--- config.mk ---
export PLATFORM = sky130hd
export DESIGN_NAME = intensity_accum_pclk
export DESIGN_NICKNAME = d
export VERILOG_FILES = /design/src/rtl/intensity_pkg.sv /design/src/rtl/rgb_to_luma.sv /design/src/rtl/intensity_accum_pclk.sv
export SDC_FILE = /design/constraint.sdc
export NUM_CORES = 1
export LEC_CHECK = 0
export ABC_AREA = 0
export ABC_CLOCK_PERIOD_IN_PS = 4800
export CAP_MARGIN = 10
export CORE_MARGIN = 5
export CORE_UTILIZATION = 55
export CTS_BUF_LIST = sky130_fd_sc_hd__clkbuf_4 sky130_fd_sc_hd__clkbuf_8
export CTS_CLUSTER_SIZE = 12
export DETAILED_ROUTE_END_ITERATION = 12
export PLACE_DENSITY = 0.76
export SLEW_MARGIN = 20
export SYNTH_ARGS = -nofsm -noshare
export SYNTH_HDL_FRONTEND = slang
export SYNTH_SLANG_ARGS = --single-unit
--- constraint.sdc ---
create_clock -name clk -period 4.8 [get_ports clk]
set_input_delay 0.96 -clock clk [delete_from_list [all_inputs] [get_ports clk]]
set_output_delay 0.96 -clock clk [all_outputs]
set_load 0.02 [all_outputs]
--- src/rtl/intensity_pkg.sv ---
// rtl/intensity_pkg.sv - shared constants and types for the frame luma accumulator
package intensity_pkg;

    localparam int unsigned LUMA_R     = 77;
    localparam int unsigned LUMA_G     = 150;
    localparam int unsigned LUMA_B     = 29;
    localparam int unsigned LUMA_SHIFT = 8;
    localparam int          SUM_W_DEF  = 32;

    typedef enum logic {
        IDLE  = 1'b0,
        ACCUM = 1'b1
    } state_t;

endpackage

--- src/rtl/rgb_to_luma.sv ---
// rtl/rgb_to_luma.sv - registered RGB to luma conversion with valid/eof passthrough
module rgb_to_luma
    import intensity_pkg::*;
#(
    parameter int PIX_W = 8
)(
    input  logic               clk,
    input  logic               resetn,
    input  logic               valid_i,
    input  logic               eof_i,
    input  logic [3*PIX_W-1:0] rgb_i,
    output logic [PIX_W-1:0]   y_o,
    output logic               valid_o,
    output logic               eof_o
);

    // Coefficients sum to 2^LUMA_SHIFT, so the weighted sum fits in PIX_W+LUMA_SHIFT bits.
    localparam int PW = PIX_W + int'(LUMA_SHIFT);

    logic [PW-1:0]    w_r;
    logic [PW-1:0]    w_g;
    logic [PW-1:0]    w_b;
    logic [PW-1:0]    w_sum;
    logic [PIX_W-1:0] w_y;

    logic [PIX_W-1:0] r_y;
    logic             r_valid;
    logic             r_eof;

    assign w_r   = PW'(rgb_i[3*PIX_W-1:2*PIX_W]);
    assign w_g   = PW'(rgb_i[2*PIX_W-1:PIX_W]);
    assign w_b   = PW'(rgb_i[PIX_W-1:0]);
    assign w_sum = (w_r * PW'(LUMA_R)) + (w_g * PW'(LUMA_G)) + (w_b * PW'(LUMA_B));
    assign w_y   = PIX_W'(w_sum >> LUMA_SHIFT);

    always_ff @(posedge clk or negedge resetn) begin
        if (!resetn) begin
            r_y     <= '0;
            r_valid <= 1'b0;
            r_eof   <= 1'b0;
        end else begin
            r_y     <= w_y;
            r_valid <= valid_i;
            r_eof   <= eof_i;
        end
    end

    assign y_o     = r_y;
    assign valid_o = r_valid;
    assign eof_o   = r_eof;

endmodule

--- src/rtl/intensity_accum_pclk.sv ---
// rtl/intensity_accum_pclk.sv - per-frame luma sum with stretched frame-done level; optional ROI via INTENSITY_ROI_EN
module intensity_accum_pclk
    import intensity_pkg::*;
#(
    parameter int PIX_W       = 8,
    parameter int SUM_W       = SUM_W_DEF,
    parameter int EOF_STRETCH = 8,
    parameter int XY_W        = 12
)(
    input  logic               clk,
    input  logic               resetn,
    input  logic               sof_i,
    input  logic               pix_valid_i,
    input  logic [3*PIX_W-1:0] pix_rgb_i,
    input  logic               eol_i,
    input  logic               eof_i,
`ifdef INTENSITY_ROI_EN
    input  logic [XY_W-1:0]    roi_x0_i,
    input  logic [XY_W-1:0]    roi_x1_i,
    input  logic [XY_W-1:0]    roi_y0_i,
    input  logic [XY_W-1:0]    roi_y1_i,
`endif
    output logic [SUM_W-1:0]   sum_o,
    output logic               eof_o,
    output logic               ovf_o,
    output logic               frame_err_o
);

    localparam int CNT_W = $clog2(EOF_STRETCH + 1);

    logic             w_pix_valid;
    logic [PIX_W-1:0] w_dy;
    logic             w_dvalid;
    logic             w_deof;

`ifdef INTENSITY_ROI_EN
    logic [XY_W-1:0] r_x;
    logic [XY_W-1:0] r_y;
    logic [XY_W-1:0] r_x0;
    logic [XY_W-1:0] r_x1;
    logic [XY_W-1:0] r_y0;
    logic [XY_W-1:0] r_y1;

    // Bounds are frozen at sof_i so the window cannot move mid-frame.
    always_ff @(posedge clk or negedge resetn) begin
        if (!resetn) begin
            r_x  <= '0;
            r_y  <= '0;
            r_x0 <= '0;
            r_x1 <= '0;
            r_y0 <= '0;
            r_y1 <= '0;
        end else if (sof_i) begin
            r_x  <= '0;
            r_y  <= '0;
            r_x0 <= roi_x0_i;
            r_x1 <= roi_x1_i;
            r_y0 <= roi_y0_i;
            r_y1 <= roi_y1_i;
        end else if (pix_valid_i) begin
            if (eol_i) begin
                r_x <= '0;
                r_y <= r_y + 1'b1;
            end else begin
                r_x <= r_x + 1'b1;
            end
        end
    end

    assign w_pix_valid = pix_valid_i && (r_x >= r_x0) && (r_x <= r_x1)
                         && (r_y >= r_y0) && (r_y <= r_y1);
`else
    logic w_unused;

    assign w_unused    = eol_i | (XY_W == 0);
    assign w_pix_valid = pix_valid_i;
`endif

    rgb_to_luma #(
        .PIX_W (PIX_W)
    ) u_luma (
        .clk     (clk),
        .resetn  (resetn),
        .valid_i (w_pix_valid),
        .eof_i   (eof_i),
        .rgb_i   (pix_rgb_i),
        .y_o     (w_dy),
        .valid_o (w_dvalid),
        .eof_o   (w_deof)
    );

    state_t           r_state;
    state_t           w_state_n;
    logic [SUM_W-1:0] r_acc;
    logic [SUM_W-1:0] w_acc_n;
    logic             r_ovf;
    logic             w_ovf_n;
    logic [SUM_W-1:0] r_sum;
    logic             r_ovf_o;
    logic             r_eof;
    logic [CNT_W-1:0] r_cnt;
    logic             r_err;
    logic             w_commit;
    logic             w_err;

    logic [SUM_W:0]   w_add;
    logic [SUM_W-1:0] w_acc_y;
    logic             w_ovf_y;

    assign w_add   = {1'b0, r_acc} + (SUM_W + 1)'(w_dy);
    assign w_acc_y = !w_dvalid ? r_acc : (w_add[SUM_W] ? '1 : w_add[SUM_W-1:0]);
    assign w_ovf_y = r_ovf | (w_dvalid & w_add[SUM_W]);

    // A delayed eof and a new sof in the same cycle commit the old frame, then restart.
    always_comb begin
        w_state_n = r_state;
        w_acc_n   = r_acc;
        w_ovf_n   = r_ovf;
        w_commit  = 1'b0;
        w_err     = 1'b0;
        case (r_state)
            ACCUM: begin
                if (w_deof) begin
                    w_commit  = 1'b1;
                    w_state_n = IDLE;
                end else begin
                    w_acc_n = w_acc_y;
                    w_ovf_n = w_ovf_y;
                end
                if (sof_i) begin
                    w_err     = !w_deof;
                    w_acc_n   = '0;
                    w_ovf_n   = 1'b0;
                    w_state_n = ACCUM;
                end
            end
            default: begin
                if (sof_i) begin
                    w_acc_n   = '0;
                    w_ovf_n   = 1'b0;
                    w_state_n = ACCUM;
                end
            end
        endcase
    end

    always_ff @(posedge clk or negedge resetn) begin
        if (!resetn) begin
            r_state <= IDLE;
            r_acc   <= '0;
            r_ovf   <= 1'b0;
            r_sum   <= '0;
            r_ovf_o <= 1'b0;
            r_err   <= 1'b0;
        end else begin
            r_state <= w_state_n;
            r_acc   <= w_acc_n;
            r_ovf   <= w_ovf_n;
            r_err   <= w_err;
            if (w_commit) begin
                r_sum   <= w_acc_y;
                r_ovf_o <= w_ovf_y;
            end
        end
    end

    // eof_o is a plain register so the capture domain never sees a decode glitch.
    always_ff @(posedge clk or negedge resetn) begin
        if (!resetn) begin
            r_eof <= 1'b0;
            r_cnt <= '0;
        end else if (w_commit) begin
            r_eof <= 1'b1;
            r_cnt <= CNT_W'(EOF_STRETCH - 1);
        end else if (r_cnt != '0) begin
            r_cnt <= r_cnt - 1'b1;
        end else begin
            r_eof <= 1'b0;
        end
    end

    assign sum_o       = r_sum;
    assign eof_o       = r_eof;
    assign ovf_o       = r_ovf_o;
    assign frame_err_o = r_err;

endmodule

[Word level (Yosys, flattened, before mapping)]
Cells that the tools add are included.
Cells by class
  multiply operators: 3
  add/subtract/negate cells: 4
  eq/ne operators: 2
  reductions and logical operators: 5
  bitwise operators: 2
  mux-type cells: 22
Operators by type and width (count)
  $mux W32: 6
  $add A32 B8 Y33: 1
  $add A16 B16 Y16: 2
  $mul A8 B7 Y15 const B: 2
  $mux W1: 14
  $mul A8 B5 Y13 const B: 1
  $mux W4: 2
  $ne A2 B2 Y1 const B: 2
  $reduce_bool A2 Y1: 2
  $reduce_bool A4 Y1: 1
  $sub A4 B1 Y4 const B: 1
  $reduce_and A2 Y1: 1
  $and A1 B1 Y1: 1
  $logic_not A1 Y1: 1
  $or A1 B1 Y1: 1
Word-level totals
  register bits after elaboration: 83
  bits of input ports: 30
  output and inout bits: 35

[Logic depth before layout (Yosys ltp)]
Gate-level depths: netlist of run 1.
  word-level depth: 6
  mapped depth: 23
  mapped depth without buffers: 23

[Hierarchy]
A second synthesis of run 1 with hierarchy kept.
Unflattened totals
  cell total of the unflattened synthesis: 778
  area total of the unflattened synthesis: 7528.5 um^2
By module, submodules not included
  intensity_accum_pclk: instances 1, cells each 460, sequential area each 1826.8 um^2, area an instance 4231.6 um^2
  rgb_to_luma: instances 1, cells each 318, sequential area each 250.2 um^2, area an instance 3296.9 um^2

[Least setup slack after synthesis of run 1]
OpenSTA, ideal clock, no wires.
  kind: input -> register
  from: in pix_rgb_i[1]
  to: reg u_luma.r_y[7] (netlist: u_luma.y_o[7])
  stages on the path: 20
  setup slack: -0.711 ns
  arrival: 5.431 ns
  setup time: 0.080 ns
  path through: inv_1 -> fa_1 -> inv_1 -> ha_1 -> fa_1 -> ha_1 -> a21oi_1 -> o21ai_0 -> a21oi_1 -> o21ai_0 -> and4_1 -> or3_1 -> fa_1 -> inv_1 -> ha_1 -> a21o_1 -> a21o_1 -> a41oi_1 -> xnor2_1 -> xnor2_1
On the way
  longest elaborated chain between the ends: 2
RTL lines
  from (decl): RTL line intensity_accum_pclk.sv:14  | input logic [3*PIX_W-1:0] pix_rgb_i,
  $mul A8 B5 Y13: RTL line rgb_to_luma.sv:33  | assign w_sum = (w_r * PW'(LUMA_R)) + (w_g * PW'(LUMA_G)) + (w_b * PW'(LUMA_B));
  $add A16 B16 Y16: RTL line rgb_to_luma.sv:33
  net u_luma.w_sum[15]: RTL line rgb_to_luma.sv:23  | logic [PW-1:0] w_sum;
  to (signal assigned): RTL line rgb_to_luma.sv:42  | r_y <= w_y;
  to (decl): RTL line rgb_to_luma.sv:26  | logic [PIX_W-1:0] r_y;
The timed path passes the listed nets, and every way through them passes these cells.
A chain may end at the register's enable or synchronous reset.

[Worst setup path in the final report of run 1]
  from: in pix_rgb_i[20]
  to: reg u_luma.r_y[7] (netlist: u_luma.y_o[7])
On the way
  longest elaborated chain between the ends: 3
RTL lines (RTL line)
  $mul A8 B7 Y15: rgb_to_luma.sv:33
  $add A16 B16 Y16 (2 in a row): rgb_to_luma.sv:33
  net u_luma.w_sum[15]: rgb_to_luma.sv:23
The timed path passes the listed nets, and every way through them passes these cells.

==> impl_results.md, run 1 <==
* Cts hold-fix bufs at 0
* Main area contributors after synthesis: dfrtp_1 (26%), ha_1 (19%), fa_1 (9.9%)
* M3 GR Usage at 0.0387
* Std-Cell Rows at between 40 and 50
* Initial Util at 0.563
* Wire length per cell at ~18 um
* Gpl congestion at between 0.9 and 1
* CTS sink count at 83
* Tcrit/Tclk final at 1.10
* Seq/Total Area, Yosys at 0.264
* Worst skew pair latency at 0.36 ns
* Count of cell types in the netlist at 62
* Synth Warn # at 0
* Most frequent cells after synthesis: ha_1 (122), inv_1 (98), dfrtp_1 (83), a21oi_1 (62), nor2_1 (59)
* Finished Core Util at 0.743
* Via total after detailed routing at just under 7,000
* Tot Pwr at a little under 7000 uW
* Worst R2R Start: r_acc[0]
* H-tree depth at 3
* Crit Reg-Reg Endpoint: r_acc[13]
* RSZ-0062 raised after global routing: true
* GR peak layer: met2
* ANT cells at 0
* Crit path arrival time at roughly 5.5 ns
* Worst min-delay path category: register to register
* CP max FO at 4
* Clock transition at path regs at around 0.080 ns
* Vias in the first global route at 6,863
* Share of layout cells above drive strength 1 at 0.269
* Critical Path RT at 5.04 ns
* Core box area at 14,000 um2
* Pin count of the biggest net entering global routing at 84
* DR iter-0 viols at roughly 530
* Failing checks: negative setup slack
* CTS Buf Count at 9
* All-layer global routing usage at 0.234
* Endpoint type of the worst setup path: register
* Setup ws final at -0.469 ns
* Met1 Use GR at 0.302
* First-pass DRT Iterations at 5
* Most common cell in the synthesized netlist: ha_1
* Syn Nets at ~1,000
* Area growth syn-to-layout at 31.9%
* Filler instances at 950
* Fmax at 190 MHz
* Synth top area share at 0.264
* Syn_area_per_cell at roughly 9.4 um2
* Vias/cell at between 5 and 6
* Fin Setup TNS at -2.38 ns
* CTS tree: built
* ANT nets after route at 0
* Post-Syn Area at around 7900 um2
* First-pass GRT wire length at roughly 32,000 um
* Slew Viols, Final at 0
* Slew HR at 0.392
* Gate Count Post-Synth at roughly 840
* Multi-input gate area at just over 6000 um2
* Worst min-delay path endpoint: sum_o[24]
* Power per cell area at about 650 nW/um2
* Met2 Use GR at 0.399
* Yosys top cell by area: dfrtp_1
* Max clock buf depth at 2
* P_leak at approximately 0.0047 uW
* Number of synthesized register bits at slightly above 80
* Predominant post-synthesis flop cell: dfrtp_1
* Final hold vios at 0
* Hold path cells at 2
* Worst-case reg-to-reg path depth at 10
* Die outline area at 16,800 um2
* DRC Markers at 0
* Worst slew pin tran at about 0.9 ns
* Post-synth EDFFs at 0
* Top-Level Pins at 65
* Worst IR Drop VDD at approximately 0.00074 V
* Die Wd at 130 um
* Port Buffers at between 60 and 70
* CTS root buf: clkbuf_8
* Worst clock skew at between 0.01 and 0.015 ns
* Initial antenna violation count at 0
* # setup viols final at 8
* NumNets Final at about 1,200
* Startpoint Class: primary input
* Die H at roughly 130 um
* Post-detail-place hpwl at roughly 14,000 um
* Outcome: finished, violations left
* Hold path startpoint: sum_o[24]
* GRT overflow at 0
* MaxCap Viol Count at 0
* Post-layout min period at 5.27 ns
* WS Path Type: primary input to register
* FFs w/ async S/R, synth at 1.00
* R2R Setup Slk at around 1.3 ns
* Sequential Area at about 2100 um2
* DRT Wirelength at 21,000 um
-- cell type report --
class                      count  area share
timing repair buffer         173       0.138
clock buffer                  12      0.0147
clock inverter                 4     0.00710
tap                          180      0.0217
multi-input combinational    627       0.583
inverter                      98      0.0358
sequential                    83       0.200
-- per-layer routing --
layer | part of all wire | vias up
li1 | - | 3251
met1 | 0.40 | 3372
met2 | 0.52 | 240
met3 | 0.046 | 66
met4 | 0.038 | 0
met5 | 0 | -
-- power breakdown --
group	internal, uW	switching, uW	leakage (uW)
clock network	319	250	0.000117
logic	2780	2530	0.00352
registers	840	52.7	0.00107
-- per-stage QoR --
stage	hold slack [ns]	std cells	worst slack, ns	cell area [um2]
final	0.467	1177	-0.469	10400
after global routing	0.505	1177	-0.611	10400
after CTS	0.474	1170	-0.262	10100
after detailed placement	0.456	1146	-1.12	9530
after global placement	0.452	1146	-0.934	9530
after floorplan	0.462	838	-0.252	8110
-- critical path: stages --
cell,delay (ns)
buf_2,0.15
ha_4,0.24
ha_1,0.27
ha_1,0.28
inv_1,0.07
fa_1,0.56
inv_1,0.09
ha_4,0.22
o21ai_1,0.09
nand2b_1,0.10
buf_4,0.15
xnor2_2,0.14
fa_1,0.53
inv_2,0.05
ha_4,0.28
nand4_1,0.19
a211oi_4,0.34
o41ai_4,0.11
a21oi_2,0.23
a41oi_2,0.13
xnor2_1,0.22
xnor2_1,0.09
-- cells in the final DEF, fill, tap and decap left out, drive strengths merged, types with 5 or more instances in the layout --
cell type,netlist,layout
inv,98,97
and2,6,6
dlygate4sd2,0,6
fa,39,39
o21a,7,7
xnor2,39,39
dfrtp,83,83
nand4,8,8
nand2,38,38
xor2,17,17
o31ai,5,5
nand3,12,12
a211oi,10,10
nor3,25,25
nor4,7,7
nand2b,8,8
nor2,59,59
a311oi,13,13
a31oi,12,12
buf,9,120
o21ai,45,45
clkbuf,21,13
ha,122,122
clkdlybuf4s50,0,43
a21oi,63,63
and3,6,6
a21o,22,22
nor2b,10,10
-- worst max-delay path by stage --
stage / startpoint / cells after the start / end / slack (ns)
after detailed placement: pix_rgb_i[3] / 22 / u_luma.y_o[7] / -1.12
after CTS: pix_rgb_i[3] / 24 / u_luma.y_o[7] / -0.26
after floorplan: pix_rgb_i[12] / 19 / u_luma.y_o[7] / -0.25
after global placement: pix_rgb_i[3] / 24 / u_luma.y_o[7] / -0.93
after global routing: pix_rgb_i[20] / 22 / u_luma.y_o[7] / -0.61
final: pix_rgb_i[20] / 22 / u_luma.y_o[7] / -0.47
-- cells by family (layout without fill, tap and decap cells) --
group / Yosys count / count (layout) / share of synthesized area
xor+xnor: 56 / 56 / 0.0623
buf+inv: 128 / 287 / 0.0648
fa+ha+maj: 161 / 161 / 0.293
compound gates: 206 / 206 / 0.180
mux: 4 / 4 / 0.00508
flops: 83 / 83 / 0.264
simple gates: 200 / 200 / 0.131
-- state kept, by name, summed over array words and instances, names as in the netlist --
signal	cells
r_acc	32
sum_o	32
u_luma.y_o	8
r_cnt	4
eof_o	1
frame_err_o	1
ovf_o	1
r_ovf	1
r_state	1
u_luma.eof_o	1
u_luma.valid_o	1
-- what timing repair did --
item                                    in CTS  in global routing
resized for setup                           99                 42
pin swaps                                   67                 46
buffers inserted                             8                  7
endpoints found under the setup margin       8                  8
hold endpoints to repair                     0                  0
(Power assumes the default switching activity.)
==> run 2: changes to the inputs <==
CORE_ASPECT_RATIO = 1.5   (was default)
==> impl_results.md, run 2 (synthesis results as in run 1) <==
* Core box area at 14,100 um2 (+0.50%)
* Pin count of the biggest net entering global routing at 47 (-44%)
* Area growth syn-to-layout at 31.5%
* NumNets Final at 1,169 (-1.2%)
* Fmax at 197 MHz (+3.7%)
* Worst skew pair latency at 0.36 ns (about the same)
* Met2 Use GR at 0.490 (+0.0902)
* Post-layout min period at 5.08 ns (-0.189 ns)
* Power per cell area at 623 nW/um2 (-4.3%)
* CP startpoint: pix_rgb_i[2]
* Slowest CP cell: fa_2
* Die H at 157 um (+21%)
* DRT Wirelength at 20,000 um (-4.5%)
* Sequential Area at 2080 um2 (unchanged)
* Placed cells at 1,144 (-0.17%)
* Die outline area at 16,900 um2 (+0.29%)
* Outcome: finished, violations left
* CP top delay family: adder cells
* Via total after detailed routing at 6,706 (-3.2%)
* CTS Buf Count at 9 (unchanged)
* Clock share of power at 0.076 (-0.008)
* Wire length per cell at 17.0 um (-4.3%)
* Psw at 2670 uW (-5.6%)
* CP max FO at 3 (-1)
* Worst slew pin tran at 0.999 ns (+0.0902 ns)
* Std-Cell Rows at 53 (+23%)
* CTS tree: built
* Initial antenna violation count at 0 (unchanged)
* Max clock buf depth at 2 (unchanged)
* Crit path top cell by count: a21o_1
* Filler instances at 1,048 (+10%)
* Die Wd at 108 um (-17%)
* CTS root buf: clkbuf_8
* GR peak layer: met2
* Endpoint type of the worst setup path: register
* Internal power at 3780 uW (-3.9%)
* Initial Util at 0.560 (-0.00281)
* Worst R2R Start: r_acc[0]
* R2R Setup Slk at 1.29 ns (-0.02 ns)
* DRC Markers at 0 (unchanged)
* M3 GR Usage at 0.0243 (-0.0144)
* Startpoint Class: primary input
* P_leak at 0.00465 uW (-1.1%)
* First-pass DRT Iterations at 5 (unchanged)
* GRT overflow at 0 (unchanged)
* Worst clock skew at 0.00691 ns (-0.00425 ns)
* Worst-case reg-to-reg path depth at 10 (unchanged)
* Vias/cell at 5.71 (-3.1%)
* Fin area at 10,400 um2 (-0.33%)
* CTS sink count at 83 (unchanged)
* RSZ-0062 raised after global routing: true
* Register share of total power at 0.138 (+0.006)
* Post-detail-place hpwl at 14,600 um (+6.3%)
* Layout Cells excl Fill at 1,175 (-0.17%)
* WS Path Type: primary input to register
* Failing checks: negative setup slack
* Slew Viols, Final at 0 (unchanged)
* Final hold vios at 0 (unchanged)
* Share of layout cells above drive strength 1 at 0.263 (-0.00533)
* Multi-input gate area at 6110 um2 (+0.93%)
* Critical path cell sequence: buf_4 > buf_4 > fa_2 > ha_4 > ha_4 > ha_1 > a21o_1 > a21oi_4 > o21ai_2 > a21oi_2 > o21ai_2 > and4_1 > or3_1 > fa_1 > inv_1 > ha_2 > a21o_1 > a21o_1 > a41oi_2 > xnor2_2 > xnor2_1
* Slew HR at 0.332 (-0.0603)
* Port Buffers at 63 (unchanged)
* Worst min-delay path category: register to register
* Critical path depth at 21 (-4.5%)
* Gpl congestion at 0.868 (-4.1%)
* Buffers and inverters on the worst path at 3 (-2)
* # setup viols final at 6 (-2)
* Crit path capture: u_luma.y_o[7]
* Comb pwr share at 0.786 (+0.002)
* ANT cells at 0 (unchanged)
* Top-Level Pins at 65 (unchanged)
* Most frequent cells in the layout: buf_4 (93), ha_1 (84), dfrtp_1 (83)
* Tcrit/Tclk final at 1.06 (-0.0394)
* ANT nets after route at 0 (unchanged)
* First-pass GRT wire length at 33,100 um (+2.6%)
* Placed Instance Area at 9450 um2 (-0.88%)
* MaxCap Viol Count at 0 (unchanged)
* Critical Path RT at 5.08 ns (+0.04 ns)
* Vias in the first global route at 7,209 (+5.0%)
* Commonest non-fill, non-tap cell in the layout: buf_4
* Clock transition at path regs at 0.08 ns (about the same)
* Slowest stage delay, CP at 0.58 ns (+0.02 ns)
* Crit Reg-Reg Endpoint: r_acc[13]
* Crit path arrival time at 5.36 ns (-0.15 ns)
* H-tree depth at 3 (unchanged)
* Hold slack at 0.479 ns (+0.0112 ns)
* Setup ws final at -0.280 ns (+0.189 ns)
* DR iter-0 viols at 183 (-65%)
* Worst IR Drop VDD at 0.000746 V (+0.83%)
* Met1 Use GR at 0.244 (-0.0583)
* All-layer global routing usage at 0.243 (+0.00884)
* Sw frac at 0.414 (-0.00436)
* Post-place setup slack at -1.13 ns (-0.00870 ns)
* Tot Pwr at 6450 uW (-4.6%)
run 2: metal layers:
layer,share of wire,vias up,wire (um)
met5,0,-,0
met4,0.046,0,918
met3,0.034,68,682
met2,0.57,181,11500
met1,0.35,3226,6920
li1,-,3231,-
run 2: worst min-delay path by stage:
stage                         from       end  slack, ns  depth (start not counted)
final                     sum_o[4]  sum_o[4]       0.48                          1
after global routing      sum_o[1]  sum_o[1]       0.52                          1
after global placement    sum_o[1]  sum_o[1]       0.47                          1
after detailed placement  sum_o[4]  sum_o[4]       0.47                          1
after CTS                 sum_o[4]  sum_o[4]       0.48                          1
after floorplan              r_ovf     r_ovf       0.46                          2
run 2: layout make-up:
cell class / count / area share
clock buffer: 13 / 0.0173
clock inverter: 3 / 0.00193
inverter: 98 / 0.0359
multi-input combinational: 627 / 0.590
sequential: 83 / 0.201
tap: 192 / 0.0232
timing repair buffer: 159 / 0.131
run 2: power groups by stage:
stage | clock (uW) | sequential, uW | combinational, uW
after floorplan | 0 | 947 | 2530
after global placement | 0 | 903 | 3760
after detailed placement | 0 | 906 | 3850
after CTS | 499 | 892 | 4640
after global routing | 529 | 902 | 5510
final | 490 | 891 | 5070
run 2: worst register-to-register path, stage by stage, from the launching register on:
cell	delay, ns
dfrtp_1	0.41
ha_1	0.22
inv_1	0.07
fa_1	0.19
nor2b_1	0.05
o21a_1	0.18
o21a_1	0.30
o2111ai_2	0.76
and2_1	0.81
nand2_1	0.14
o221a_2	0.27
run 2: per-stage QoR:
step           TNS, ns   util
6_report         -1.33  0.737
3_5_place_dp     -7.02  0.672
3_3_place_gp     -6.16  0.672
5_1_grt          -2.23  0.737
2_1_floorplan   -0.775      -
4_1_cts         -0.966  0.722
run 2: timing repair:
action | 4_1_cts | 5_1_grt
hold buffers | 0 | 0
resized for setup | 127 | 35
pin swaps | 79 | 49
setup endpoints to repair | 8 | 6
buffers inserted | 13 | 4
endpoints found under the hold margin | 0 | 0
==> run 3: changes to the inputs <==
CORE_UTILIZATION = 24   (was 55)
PLACE_DENSITY = default   (was 0.76)
TNS_END_PERCENT = 30   (was default)
==> impl_results.md, run 3 (synthesis results as in run 1) <==
* Outcome: finished, violations left
* Failing checks: negative setup slack
* Hold path startpoint: sum_o[24]
* Hold slack at 0.474 ns (-0.00450 ns)
* Cts hold-fix bufs at 0 (unchanged)
* P_leak at 0.00460 uW (-1.2%)
* H-tree depth at 3 (unchanged)
* Slew Viols, Final at 0 (unchanged)
* CTS tree: built
* Vias/cell at 4.66 (-18%)
* Buffers and inverters on the worst path at 5 (+2)
* Critical path depth at 22 (+4.8%)
* Commonest non-fill, non-tap cell in the layout: buf_4
* Std-Cell Rows at 81 (+53%)
* Setup ws final at -0.192 ns (+0.0884 ns)
* Worst min-delay path endpoint: sum_o[24]
* CP max FO at 3 (unchanged)
* DRC Markers at 0 (unchanged)
* CTS Buf Count at 9 (unchanged)
* Post-detail-place hpwl at 15,300 um (+4.9%)
* Finished Core Util at 0.320 (-0.417)
* Final hold vios at 0 (unchanged)
* Initial antenna violation count at 0 (unchanged)
* Clock transition at path regs at 0.09 ns (about the same)
* Top-Level Pins at 65 (unchanged)
* R2R Setup Slk at 1.67 ns (+0.38 ns)
* Gpl congestion at 0.816 (-6.0%)
* Power per cell area at 549 nW/um2 (-12%)
* MaxCap Viol Count at 0 (unchanged)
* Max clock buf depth at 2 (unchanged)
* Crit Reg-Reg Endpoint: r_acc[30]
* All-layer global routing usage at 0.107 (-0.136)
* NumNets Final at 1,168 (-0.086%)
* Wire length per cell at 13.8 um (-19%)
* DR iter-0 viols at 207 (+13%)
* Die outline area at 36,600 um2 (+120%)
* Port Buffers at 63 (unchanged)
* DRT Wirelength at 19,200 um (-4.0%)
* Tcrit/Tclk final at 1.04 (-0.0184)
* Slowest CP cell: fa_1
* ANT cells at 0 (unchanged)
* Startpoint Class: primary input
* CTS sink count at 83 (unchanged)
* Placed Instance Area at 9790 um2 (+3.6%)
* Worst clock skew at 0.0104 ns (+0.00353 ns)
* Area growth syn-to-layout at 32.2%
* Post-layout min period at 4.99 ns (-0.0884 ns)
* Worst IR Drop VDD at 0.000559 V (-25%)
* WS Path Type: primary input to register
* Critical Path RT at 5.09 ns (about the same)
* Worst-case reg-to-reg path depth at 10 (unchanged)
* Worst R2R Start: r_acc[0]
* Fin area at 10,400 um2 (+0.52%)
* Worst min-delay path category: register to register
* Crit path arrival time at 5.28 ns (-0.08 ns)
* Die H at 232 um (+48%)
* ANT nets after route at 0 (unchanged)
* # setup viols final at 5 (-1)
* RSZ-0062 raised after global routing: true
* Core box area at 32,500 um2 (+130%)
* Endpoint type of the worst setup path: register
* Most frequent cells in the layout: buf_4 (96), ha_1 (90), dfrtp_1 (83)
* First-pass GRT wire length at 32,300 um (-2.4%)
* GRT overflow at 0 (unchanged)
* CTS root buf: clkbuf_8
* Pin count of the biggest net entering global routing at 51 (+8.5%)
* Slew HR at 0.300 (-0.0312)
* First-pass DRT Iterations at 4 (-1)
* Share of layout cells above drive strength 1 at 0.245 (-0.0188)
* Die Wd at 158 um (+47%)
* Fmax at 200 MHz (+1.8%)
* Slowest stage delay, CP at 0.52 ns (-0.06 ns)
* CP top delay family: adder cells
* Worst skew pair latency at 0.37 ns (about the same)
* Via total after detailed routing at 6,504 (-3.0%)
* Worst slew pin tran at 1.05 ns (+0.0466 ns)
* Vias in the first global route at 6,754 (-6.3%)
* Hold path cells at 2 (+1)
* Tot Pwr at 5720 uW (-11%)
* Critical path cell sequence: clkdlybuf4s15_2 > inv_1 > fa_1 > inv_1 > ha_4 > fa_1 > ha_4 > a21oi_2 > o21ai_4 > a21o_1 > a21o_1 > xnor2_2 > fa_1 > inv_1 > ha_4 > o21a_1 > o41ai_2 > buf_4 > a21oi_4 > a41oi_2 > xnor2_1 > xnor2_1
* Initial Util at 0.242 (-0.318)
## run 3: cell types whose count changed in the layout (fill, tap and decap cells not counted), sizes merged, moves of 2 or more
cell           before  now
dlygate4sd2         8    6
clkbuf             13   10
buf               108  106
clkdlybuf4s15       1    4
## run 3: layer usage
metal  routed length, um  GRT usage  part of all wire  vias to the layer above
li1                    -          -                 -                     3217
met5                   0          0                 0                        -
met3                 629     0.0138             0.033                       25
met1                7580      0.118              0.39                     3147
met2               10700      0.210              0.55                      115
met4                 364     0.0282             0.019                        0
## run 3: area by class of cell
type | instances | area [um2]
Fill cell | 3376 | 22100
Multi-Input combinational cell | 627 | 5940
Sequential cell | 83 | 2080
Timing Repair Buffer | 158 | 1310
Tap cell | 415 | 519
Inverter | 98 | 372
Clock buffer | 9 | 124
Clock inverter | 6 | 66.3
## run 3: repair_timing
item | CTS | global route
pin swaps | 56 | 22
setup buffers | 4 | 1
setup endpoints to repair | 8 | 6
gates resized for setup | 102 | 23
## run 3: power by group
group / switching [uW] / internal [uW]
sequential: 56.4 / 840
combinational: 2000 / 2320
clock: 262 / 238
## run 3: how the worst max path moves through the flow
stage,endpoint,slack (ns),start
after detailed placement,u_luma.y_o[7],-1.09,pix_rgb_i[3]
final,u_luma.y_o[7],-0.19,pix_rgb_i[1]
after global placement,u_luma.y_o[7],-1.02,pix_rgb_i[3]
after floorplan,u_luma.y_o[7],-0.25,pix_rgb_i[12]
after CTS,u_luma.y_o[7],-0.22,pix_rgb_i[3]
after global routing,u_luma.y_o[7],-0.38,pix_rgb_i[22]
## run 3: worst reg2reg max path, stage by stage (launching register included)
cell       delay (ns)
dfrtp_1          0.37
ha_1             0.17
inv_1            0.05
fa_1             0.40
nor2b_1          0.14
o21a_1           0.14
o21a_1           0.35
o2111ai_4        0.34
or4_4            0.66
or3_1            0.31
a21oi_1          0.12
## run 3: metrics by stage
step           worst slack [ns]  setup TNS [ns]  instances
2_1_floorplan            -0.252          -0.788        838
3_3_place_gp              -1.02           -6.39       1376
3_5_place_dp              -1.09           -6.74       1376
4_1_cts                  -0.225          -0.594       1395
5_1_grt                  -0.382           -1.69       1396
6_report                 -0.192          -0.542       1396
